### config.mk
export PLATFORM = sky130hd
export DESIGN_NAME = imm_extend_pipe
export DESIGN_NICKNAME = d
export VERILOG_FILES = /design/src/rtl/imm_extend_pipe.sv
export SDC_FILE = /design/constraint.sdc
export NUM_CORES = 1
export LEC_CHECK = 0
export CAP_MARGIN = 0
export CORE_UTILIZATION = 40
export CTS_CLUSTER_SIZE = 30
export DETAILED_ROUTE_END_ITERATION = 6
export GPL_ROUTABILITY_DRIVEN = 1
export PLACE_DENSITY = 0.66
export SLEW_MARGIN = 40
export SYNTH_ARGS = -nofsm -noshare
export SYNTH_HDL_FRONTEND = slang
export SYNTH_SLANG_ARGS = --single-unit
### constraint.sdc
create_clock -name clk_i -period 2.9 [get_ports clk_i]
set_input_delay 0.29 -clock clk_i [delete_from_list [all_inputs] [get_ports clk_i]]
set_output_delay 0.29 -clock clk_i [all_outputs]
set_load 0.02 [all_outputs]
### src/rtl/imm_extend_pipe.sv
// ---------------------------------------------------------------------------
// imm_extend_pipe
//
// Immediate generator placed between decode and execute. Each accepted
// instruction word is decoded into its sign- or zero-extended immediate at
// DATAWIDTH bits. The result is registered with a side-band tag, behind a
// two-entry skid buffer. The block sustains one entry per cycle with one
// cycle of latency. Ready_o is a flop output, so no combinational path runs
// from Ready_i to Ready_o.
//
// Parameters
//   DATAWIDTH    immediate width, 32 or 64
//   TAGWIDTH     width of the tag that travels with each immediate
//
// Ports
//   clk_i        clock, all state on the rising edge
//   rst_n_i      asynchronous active-low reset
//   Flush_i      synchronous flush; drops held entries and same-cycle input
//   Valid_i      input entry valid
//   Ready_o      input can be accepted this cycle (skid register empty)
//   Instr_i      32-bit instruction word
//   ImmSrc_i     format select: I,S,B,U,J,shamt,zimm, 111 = illegal
//   Tag_i        side-band tag (typically the PC)
//   Valid_o      output entry valid
//   Ready_i      downstream accepts the output entry this cycle
//   ImmExt_o     extended immediate of the output entry
//   Tag_o        tag of the output entry
//   Illegal_o    output entry was issued with ImmSrc 111
//   Occupancy_o  number of entries held (0..2)
// ---------------------------------------------------------------------------
module imm_extend_pipe #(
  parameter int DATAWIDTH = 32,
  parameter int TAGWIDTH  = 32
) (
  input  logic                 clk_i,
  input  logic                 rst_n_i,
  input  logic                 Flush_i,
  input  logic                 Valid_i,
  output logic                 Ready_o,
  input  logic [31:0]          Instr_i,
  input  logic [2:0]           ImmSrc_i,
  input  logic [TAGWIDTH-1:0]  Tag_i,
  output logic                 Valid_o,
  input  logic                 Ready_i,
  output logic [DATAWIDTH-1:0] ImmExt_o,
  output logic [TAGWIDTH-1:0]  Tag_o,
  output logic                 Illegal_o,
  output logic [1:0]           Occupancy_o
);

  localparam logic [2:0] SRC_I     = 3'b000;
  localparam logic [2:0] SRC_S     = 3'b001;
  localparam logic [2:0] SRC_B     = 3'b010;
  localparam logic [2:0] SRC_U     = 3'b011;
  localparam logic [2:0] SRC_J     = 3'b100;
  localparam logic [2:0] SRC_SHAMT = 3'b101;
  localparam logic [2:0] SRC_ZIMM  = 3'b110;

  // ------------------------------------------------------------------------
  // Immediate decode
  // ------------------------------------------------------------------------
  logic [31:0]          raw32;
  logic                 sext;
  logic                 ill_in;
  logic [DATAWIDTH-1:0] imm_in;

  // The opcode field never contributes to any immediate.
  logic unused_opcode;
  assign unused_opcode = ^Instr_i[6:0];

  // Every format is first assembled at 32 bits (already sign-extended within
  // 32 bits where needed), then widened to DATAWIDTH in one place.
  always_comb begin
    raw32  = '0;
    sext   = 1'b0;
    ill_in = 1'b0;
    case (ImmSrc_i)
      SRC_I: begin
        raw32 = {{20{Instr_i[31]}}, Instr_i[31:20]};
        sext  = 1'b1;
      end
      SRC_S: begin
        raw32 = {{20{Instr_i[31]}}, Instr_i[31:25], Instr_i[11:7]};
        sext  = 1'b1;
      end
      SRC_B: begin
        raw32 = {{19{Instr_i[31]}}, Instr_i[31], Instr_i[7],
                 Instr_i[30:25], Instr_i[11:8], 1'b0};
        sext  = 1'b1;
      end
      SRC_U: begin
        raw32 = {Instr_i[31:12], 12'b0};
        sext  = 1'b1;
      end
      SRC_J: begin
        raw32 = {{11{Instr_i[31]}}, Instr_i[31], Instr_i[19:12],
                 Instr_i[20], Instr_i[30:21], 1'b0};
        sext  = 1'b1;
      end
      SRC_SHAMT: begin
        // 64-bit shifts use a 6-bit shift amount, 32-bit shifts 5 bits.
        if (DATAWIDTH == 64) raw32 = {26'b0, Instr_i[25:20]};
        else                 raw32 = {27'b0, Instr_i[24:20]};
      end
      SRC_ZIMM: begin
        raw32 = {27'b0, Instr_i[19:15]};
      end
      default: begin
        ill_in = 1'b1;
      end
    endcase

    if (sext) imm_in = DATAWIDTH'($signed(raw32));
    else      imm_in = DATAWIDTH'(raw32);
  end

  // ------------------------------------------------------------------------
  // Output register (OUT) and skid register (SKID)
  // ------------------------------------------------------------------------
  logic                 out_valid_q,  out_valid_d;
  logic [DATAWIDTH-1:0] out_imm_q,    out_imm_d;
  logic [TAGWIDTH-1:0]  out_tag_q,    out_tag_d;
  logic                 out_ill_q,    out_ill_d;

  logic                 skid_valid_q, skid_valid_d;
  logic [DATAWIDTH-1:0] skid_imm_q,   skid_imm_d;
  logic [TAGWIDTH-1:0]  skid_tag_q,   skid_tag_d;
  logic                 skid_ill_q,   skid_ill_d;

  logic accept;
  logic advance;

  assign Ready_o = ~skid_valid_q;
  assign accept  = Valid_i & Ready_o & ~Flush_i;
  // OUT may be overwritten when empty or when its entry leaves this cycle.
  assign advance = ~out_valid_q | Ready_i;

  // The data fields are loaded only when a real entry lands. Invalid slots
  // therefore keep their last payload instead of tracking the input bus.
  always_comb begin
    out_valid_d  = out_valid_q;
    out_imm_d    = out_imm_q;
    out_tag_d    = out_tag_q;
    out_ill_d    = out_ill_q;
    skid_valid_d = skid_valid_q;
    skid_imm_d   = skid_imm_q;
    skid_tag_d   = skid_tag_q;
    skid_ill_d   = skid_ill_q;

    if (Flush_i) begin
      out_valid_d  = 1'b0;
      skid_valid_d = 1'b0;
    end else if (advance && skid_valid_q) begin
      // Ready_o is low here, so no input can be accepted in the same cycle.
      out_valid_d  = 1'b1;
      out_imm_d    = skid_imm_q;
      out_tag_d    = skid_tag_q;
      out_ill_d    = skid_ill_q;
      skid_valid_d = 1'b0;
    end else if (advance) begin
      out_valid_d = accept;
      if (accept) begin
        out_imm_d = imm_in;
        out_tag_d = Tag_i;
        out_ill_d = ill_in;
      end
    end else if (accept) begin
      // OUT is stalled: park the new entry behind it.
      skid_valid_d = 1'b1;
      skid_imm_d   = imm_in;
      skid_tag_d   = Tag_i;
      skid_ill_d   = ill_in;
    end
  end

  always_ff @(posedge clk_i or negedge rst_n_i) begin
    if (!rst_n_i) begin
      out_valid_q  <= 1'b0;
      out_imm_q    <= '0;
      out_tag_q    <= '0;
      out_ill_q    <= 1'b0;
      skid_valid_q <= 1'b0;
      skid_imm_q   <= '0;
      skid_tag_q   <= '0;
      skid_ill_q   <= 1'b0;
    end else begin
      out_valid_q  <= out_valid_d;
      out_imm_q    <= out_imm_d;
      out_tag_q    <= out_tag_d;
      out_ill_q    <= out_ill_d;
      skid_valid_q <= skid_valid_d;
      skid_imm_q   <= skid_imm_d;
      skid_tag_q   <= skid_tag_d;
      skid_ill_q   <= skid_ill_d;
    end
  end

  assign Valid_o   = out_valid_q;
  assign ImmExt_o  = out_imm_q;
  assign Tag_o     = out_tag_q;
  assign Illegal_o = out_ill_q;

  // SKID can only hold an entry while OUT also holds one.
  assign Occupancy_o = {out_valid_q & skid_valid_q, out_valid_q ^ skid_valid_q};

endmodule

==> run summary, run 1 <==
Status: complete, no violations
Compound-Gate Fraction of Synth Area: 0.193
Sequential-to-total area share from yosys stat: 0.552
Comb power frac: 0.209
Core area: 14600 um^2
Port bufs: 133
Antenna violations before repair: 0
Final setup viols: 0
Post-synthesis mux area share: 0.0723
Netlist Area Pre-Place: 5990 um^2
VDD IR max: 0.346 mV
Max clock buf depth: 2
Resized cells post-CTS: 0
Max Clock Freq: 0.416 GHz
Total die area: 15500 um^2
Total global routing overflow: 0
# clock sinks: 132
Ys async rst share: 1.00
Synthesis Warnings: 0
First-pass GRT wire length: 25500 um
Ant. Diodes: 0
Synth Instances: 605
Avg WL per Cell: 16.9 um
Yosys reg bits: 132
Min-delay worst type: in2async
Crit-path cells: buf_4 -> ha_1 -> clkdlybuf4s50_1
Static leakage: 3.48 nW
Tmin final: 2400 ps
Crit path largest cell delay: 600 ps
Critical Path RT: 2610 ps
P_sw: 0.00157 W
Post-synthesis adder-cell area fraction: 0.00397
Pint: 0.00418 W
Slew Limit Headroom: 0.502
EDFF count, synth: 0
CTS tree: done
Rows: 44
Max Cap Violations: 0
CTS Buf Count: 17
Clk slew on worst S/H paths: 50 ps
Via count: 4983
Buf+Inv Stages, Crit Path: 2
Die Y: 124 um
Placer Congestion: 0.771
Crit end category: output port
Max-slew violations: 0
Vias in the first global route: 5017
Area leader, netlist: dfrtp_1
Switching Fraction: 0.274
Total GRT Usage: 0.208
Layout cell share with drive strength beyond 1: 0.119
Crit start category: flip-flop
Post-synth top flop: dfrtp_1
Cell variety after synth: 37
Post-layout nets: 792
Area Overhead vs Synth: 34.5%
Worst-Margin Slew: 744 ps
Crit path kind: reg2out
Final period util: 0.828
Cell Pwr Density: 715 nW/um^2
Seq pwr share: 0.416
Syn nets: 678
# IOs: 141
# H-tree levels: 4
Final HPWL from detailed placement: 10300 um
Largest family of logic cells by synthesized area: compound AO/OA/AOI/OAI gates
Remaining antenna violation count: 0
Starting density of the core: 0.410
Final Hold Viols: 0
Vias per cell: 5.44
Synth Area in XOR/XNOR: 0
Inst Count DP: 883
Mean area per synthesized cell: 9.90 um^2
Sum Neg Setup Slack: 0 ps
Final Skew: 7.60 ps
Top post-synthesis cells by area: dfrtp_1 (55%), nand2_1 (7.2%), mux2_2 (6.4%)
Min Hold Slack: 454 ps
RSZ-0062 raised after global routing: no
Root Buffer Master: clkbuf_16
Final WL: 15500 um
Slowest cell on crit path: dfrtp_1
Final Non-Filler Cells: 916
Residual DRC: 0
Clock Latency Late Sink: 420 ps
Top Family by Delay on Critical Path: buffers and inverters
1st-iter DRT viols: 360
Clock power frac: 0.376
Overall power: 0.00576 W
Layout Utilization: 0.552
Die extent in x: 124 um
Worst Path Max Fanout: 14
DR pass1 iterations: 5
Share of the synthesized area in the top cell type: 0.552
Critical Path AT: 2110 ps
Area fraction in and, or, nand and nor cells after synthesis: 0.132
Largest net degree at the start of global routing: 72
==> state kept, by name, indices dropped and copies added (netlist names) <==
| signal | cells |
|---|---|
| skid_imm_q | 32 |
| skid_tag_q | 32 |
| skid_ill_q | 1 |
| Valid_o | 1 |
| Tag_o | 32 |
| Illegal_o | 1 |
| skid_valid_q | 1 |
| ImmExt_o | 32 |
==> per-stage QoR <==
stage / setup slack, ps / cell area (um^2)
finish: 498 / 8050
global route: 395 / 8050
CTS: 479 / 8050
detailed placement: 444 / 7450
global placement: 580 / 7450
floorplan: 1190 / 5990
==> cell type report <==
cell class | instances | area [um^2]
clock buffer | 21 | 460
clock inverter | 11 | 133
fill | 1251 | 6540
inverter | 9 | 33.8
multi-input combinational | 410 | 2410
sequential | 132 | 3300
tap | 184 | 230
timing repair buffer | 149 | 1480
==> synthesized netlist by cell type (2+ instances only) <==
cell,count
a21oi_1,33
clkbuf_1,26
o21a_1,2
nand3b_1,4
mux2_2,34
o22a_1,8
nor2_1,27
a221oi_1,7
o21ai_1,10
a32o_1,11
a21o_1,7
o21ai_0,56
buf_6,2
buf_2,25
o22ai_1,32
or3_1,2
nand2_1,115
mux2i_1,5
nor3_1,16
inv_1,9
nand2b_1,7
nor2b_1,4
dfrtp_1,132
a211oi_1,18
==> cell usage in the layout (no fill, tap or decap), types with 2 or more instances in the layout <==
master | netlist | final
a21oi_1 | 33 | 33
buf_12 | 0 | 2
nand2_1 | 115 | 115
nor2_2 | 1 | 3
mux2_2 | 34 | 34
o21ai_0 | 56 | 56
nor2_1 | 27 | 25
o21ai_1 | 10 | 10
nor2b_1 | 4 | 4
o22a_1 | 8 | 8
o21a_1 | 2 | 2
clkbuf_1 | 26 | 2
nand3b_1 | 4 | 4
clkinv_2 | 0 | 7
dfrtp_1 | 132 | 132
clkdlybuf4s50_1 | 0 | 132
a32o_1 | 11 | 11
o22ai_1 | 32 | 32
mux2i_1 | 5 | 5
nor3_1 | 16 | 16
a211oi_1 | 18 | 18
a221oi_1 | 7 | 7
bufinv_16 | 0 | 3
a21o_1 | 7 | 7
nand2b_1 | 7 | 7
inv_1 | 9 | 8
clkbuf_16 | 0 | 17
clkbuf_8 | 0 | 2
buf_4 | 0 | 13
==> layer usage <==
layer | GRT usage | part of all wire | up-vias
met5 | 0 | 0 | -
met4 | 0.0780 | 0.013 | 0
met3 | 0.0507 | 0.047 | 16
met2 | 0.354 | 0.51 | 147
met1 | 0.253 | 0.43 | 2455
li1 | - | - | 2365
==> cell families (layout without fill, tap and decap cells) <==
kind of cell | Yosys count | after routing
compound gates | 186 | 186
fa+ha+maj | 2 | 2
buf+inv | 63 | 190
flops | 132 | 132
mux | 39 | 39
simple gates | 183 | 183
==> path summary, 6_finish.rpt <==
path                                            start                    endpoint  slack, ps  depth (start not counted)
max                          skid_valid_q$_DFFE_PN0P_              Occupancy_o[0]        500                          3
min                                           rst_n_i    ImmExt_o[26]$_DFFE_PN0P_        450                          2
max reg2reg                  skid_valid_q$_DFFE_PN0P_     ImmExt_o[0]$_DFFE_PN0P_        700                          5
min reg2reg                skid_imm_q[10]$_DFFE_PN0P_  skid_imm_q[10]$_DFFE_PN0P_        480                          2
max in group asynchronous                     rst_n_i         Valid_o$_DFFE_PN0P_       1630                          3
min in group clk_i         skid_imm_q[10]$_DFFE_PN0P_  skid_imm_q[10]$_DFFE_PN0P_        480                          2
==> what timing repair did <==
action | CTS | global route
setup buffers | 0 | 0
hold endpoints to repair | 70 | 0
endpoints found under the setup margin | 0 | 0
hold buffers | 1 | 0
==> power groups by stage <==
stage	combinational (W)	sequential (W)	clock (W)
2_1_floorplan	0.000455	0.00257	0
3_5_place_dp	0.00121	0.00242	0
6_report	0.00120	0.00239	0.00216
3_3_place_gp	0.00117	0.00240	0
5_1_grt	0.00130	0.00244	0.00229
4_1_cts	0.00122	0.00239	0.00220
(Power assumes the default switching activity.)
==> run 2: changes to the inputs <==
Settings changed: PLACE_DENSITY 0.66 to 0.69.
Clock period 2.9 ns to 2.2 ns, I/O delays scaled along.
==> run summary, run 2 (synthesis results as in run 1) <==
Final Skew: 3.86 ps
Via count: 5035
Residual DRC: 0
Clk slew on worst S/H paths: 50 ps
Slew Limit Headroom: 0.542
Area Overhead vs Synth: 36.3%
Largest net degree at the start of global routing: 53
Multi-input logic area: 2410 um^2
CTS Buf Count: 17
Overall power: 0.00753 W
RSZ-0062 raised after global routing: no
Cell Pwr Density: 922 nW/um^2
Core area: 14600 um^2
Max-slew violations: 0
Vias in the first global route: 5217
Root Buffer Master: clkbuf_16
Starting density of the core: 0.410
Antenna violations before repair: 0
Max Clock Freq: 0.483 GHz
Post-layout nets: 808
Commonest non-fill, non-tap cell in the layout: dfrtp_1
Final HPWL from detailed placement: 10600 um
# H-tree levels: 4
VDD IR max: 0.624 mV
Worst Path Max Fanout: 11
# clock sinks: 132
CTS tree: done
1st-iter DRT viols: 313
Met1 GRT Util: 0.263
Register area: 3300 um^2
Total GRT Usage: 0.210
Sum Neg Setup Slack: 0 ps
Max clock buf depth: 2
Die extent in x: 124 um
Status: complete, no violations
Layer with the highest usage: met2
Crit start category: flip-flop
Placer Congestion: 0.830
Filler Cell Count: 1281
DR pass1 iterations: 5
Min-delay worst type: in2async
Clock Latency Late Sink: 420 ps
Tmin final: 2070 ps
Max Cap Violations: 0
Critical Path RT: 1980 ps
Rows: 44
Layout Utilization: 0.559
Crit path kind: reg2out
Worst-Margin Slew: 687 ps
Layout cell share with drive strength beyond 1: 0.133
Port bufs: 133
Remaining antenna violation count: 0
Final Hold Viols: 0
Final WL: 15500 um
Crit end category: output port
Final setup viols: 0
# IOs: 141
Critical Path AT: 1850 ps
Grt met2 use: 0.344
Total die area: 15500 um^2
Ant. Diodes: 0
Post-CTS setup buffers: 0
Avg WL per Cell: 16.7 um
Static leakage: 3.56 nW
Total global routing overflow: 0
Met3 Usage GRT: 0.0485
Leading cell types in the layout, fill and taps excluded: dfrtp_1 (132), clkdlybuf4s50_1 (131), nand2_1 (115)
Final period util: 0.941
Die Y: 124 um
Vias per cell: 5.43
First-pass GRT wire length: 25900 um
==> run 2: cell count changes in the layout (fill, tap and decap cells not counted), sizes merged <==
cell           delta
buf              +16
clkinv            -5
clkbuf            +2
bufinv            -1
clkdlybuf4s50     -1
clkinvlp          -1
dlymetal6s2s      +1
inv               +1
==> run 2: metal layers <==
metal	share of wire	up-vias
li1	-	2399
met1	0.44	2453
met2	0.49	152
met3	0.043	31
met4	0.025	0
met5	0	-
==> run 2: repair_timing <==
item                                   in CTS  in global routing
resized for setup                           0                  1
endpoints found under the hold margin      50                  0
setup endpoints to repair                   0                  1
hold buffers                                1                  0
==> run 2: per-stage QoR <==
stage	worst slack, ps	std cells	cell area [um^2]	hold slack (ps)
global route	55.9	928	8160	449
global placement	140	899	7580	298
floorplan	487	605	5990	-75.6
finish	130	928	8160	395
CTS	0.408	928	8160	412
detailed placement	52.6	899	7580	311
==> run 2: path summary, 6_finish.rpt <==
| kind | startpoint | endpoint | slack (ps) | depth (start not counted) |
|---|---|---|---|---|
| max in group asynchronous | rst_n_i | skid_imm_q[13]$_DFFE_PN0P_ | 1090 | 3 |
| setup reg to reg | Valid_o$_DFFE_PN0P_ | Tag_o[6]$_DFFE_PN0P_ | 230 | 4 |
| min in group clk_i | Tag_i[29] | skid_tag_q[29]$_DFFE_PN0P_ | 450 | 2 |
| hold reg to reg | ImmExt_o[8]$_DFFE_PN0P_ | ImmExt_o[8]$_DFFE_PN0P_ | 470 | 1 |
| hold / removal | rst_n_i | skid_tag_q[31]$_DFFE_PN0P_ | 400 | 2 |
| setup / recovery | skid_valid_q$_DFFE_PN0P_ | Occupancy_o[1] | 130 | 3 |
==> run 2: worst max-delay path, cell delays in order, from the launching register on <==
cell and delay [ps]:
dfrtp_1 450, buf_4 230, ha_1 160, clkdlybuf4s50_1 590
==> run 2: cell type report <==
type | count | share of cell area
clock buffer | 23 | 0.0610
tap | 184 | 0.0282
inverter | 9 | 0.00414
clock inverter | 5 | 0.00920
sequential | 132 | 0.405
multi-input combinational | 410 | 0.295
timing repair buffer | 165 | 0.197
==> run 2: report_power, final <==
part | switching [W] | internal [W]
Clock | 0.000980 | 0.00179
Sequential | 0.000256 | 0.00290
Combinational | 0.000799 | 0.000806
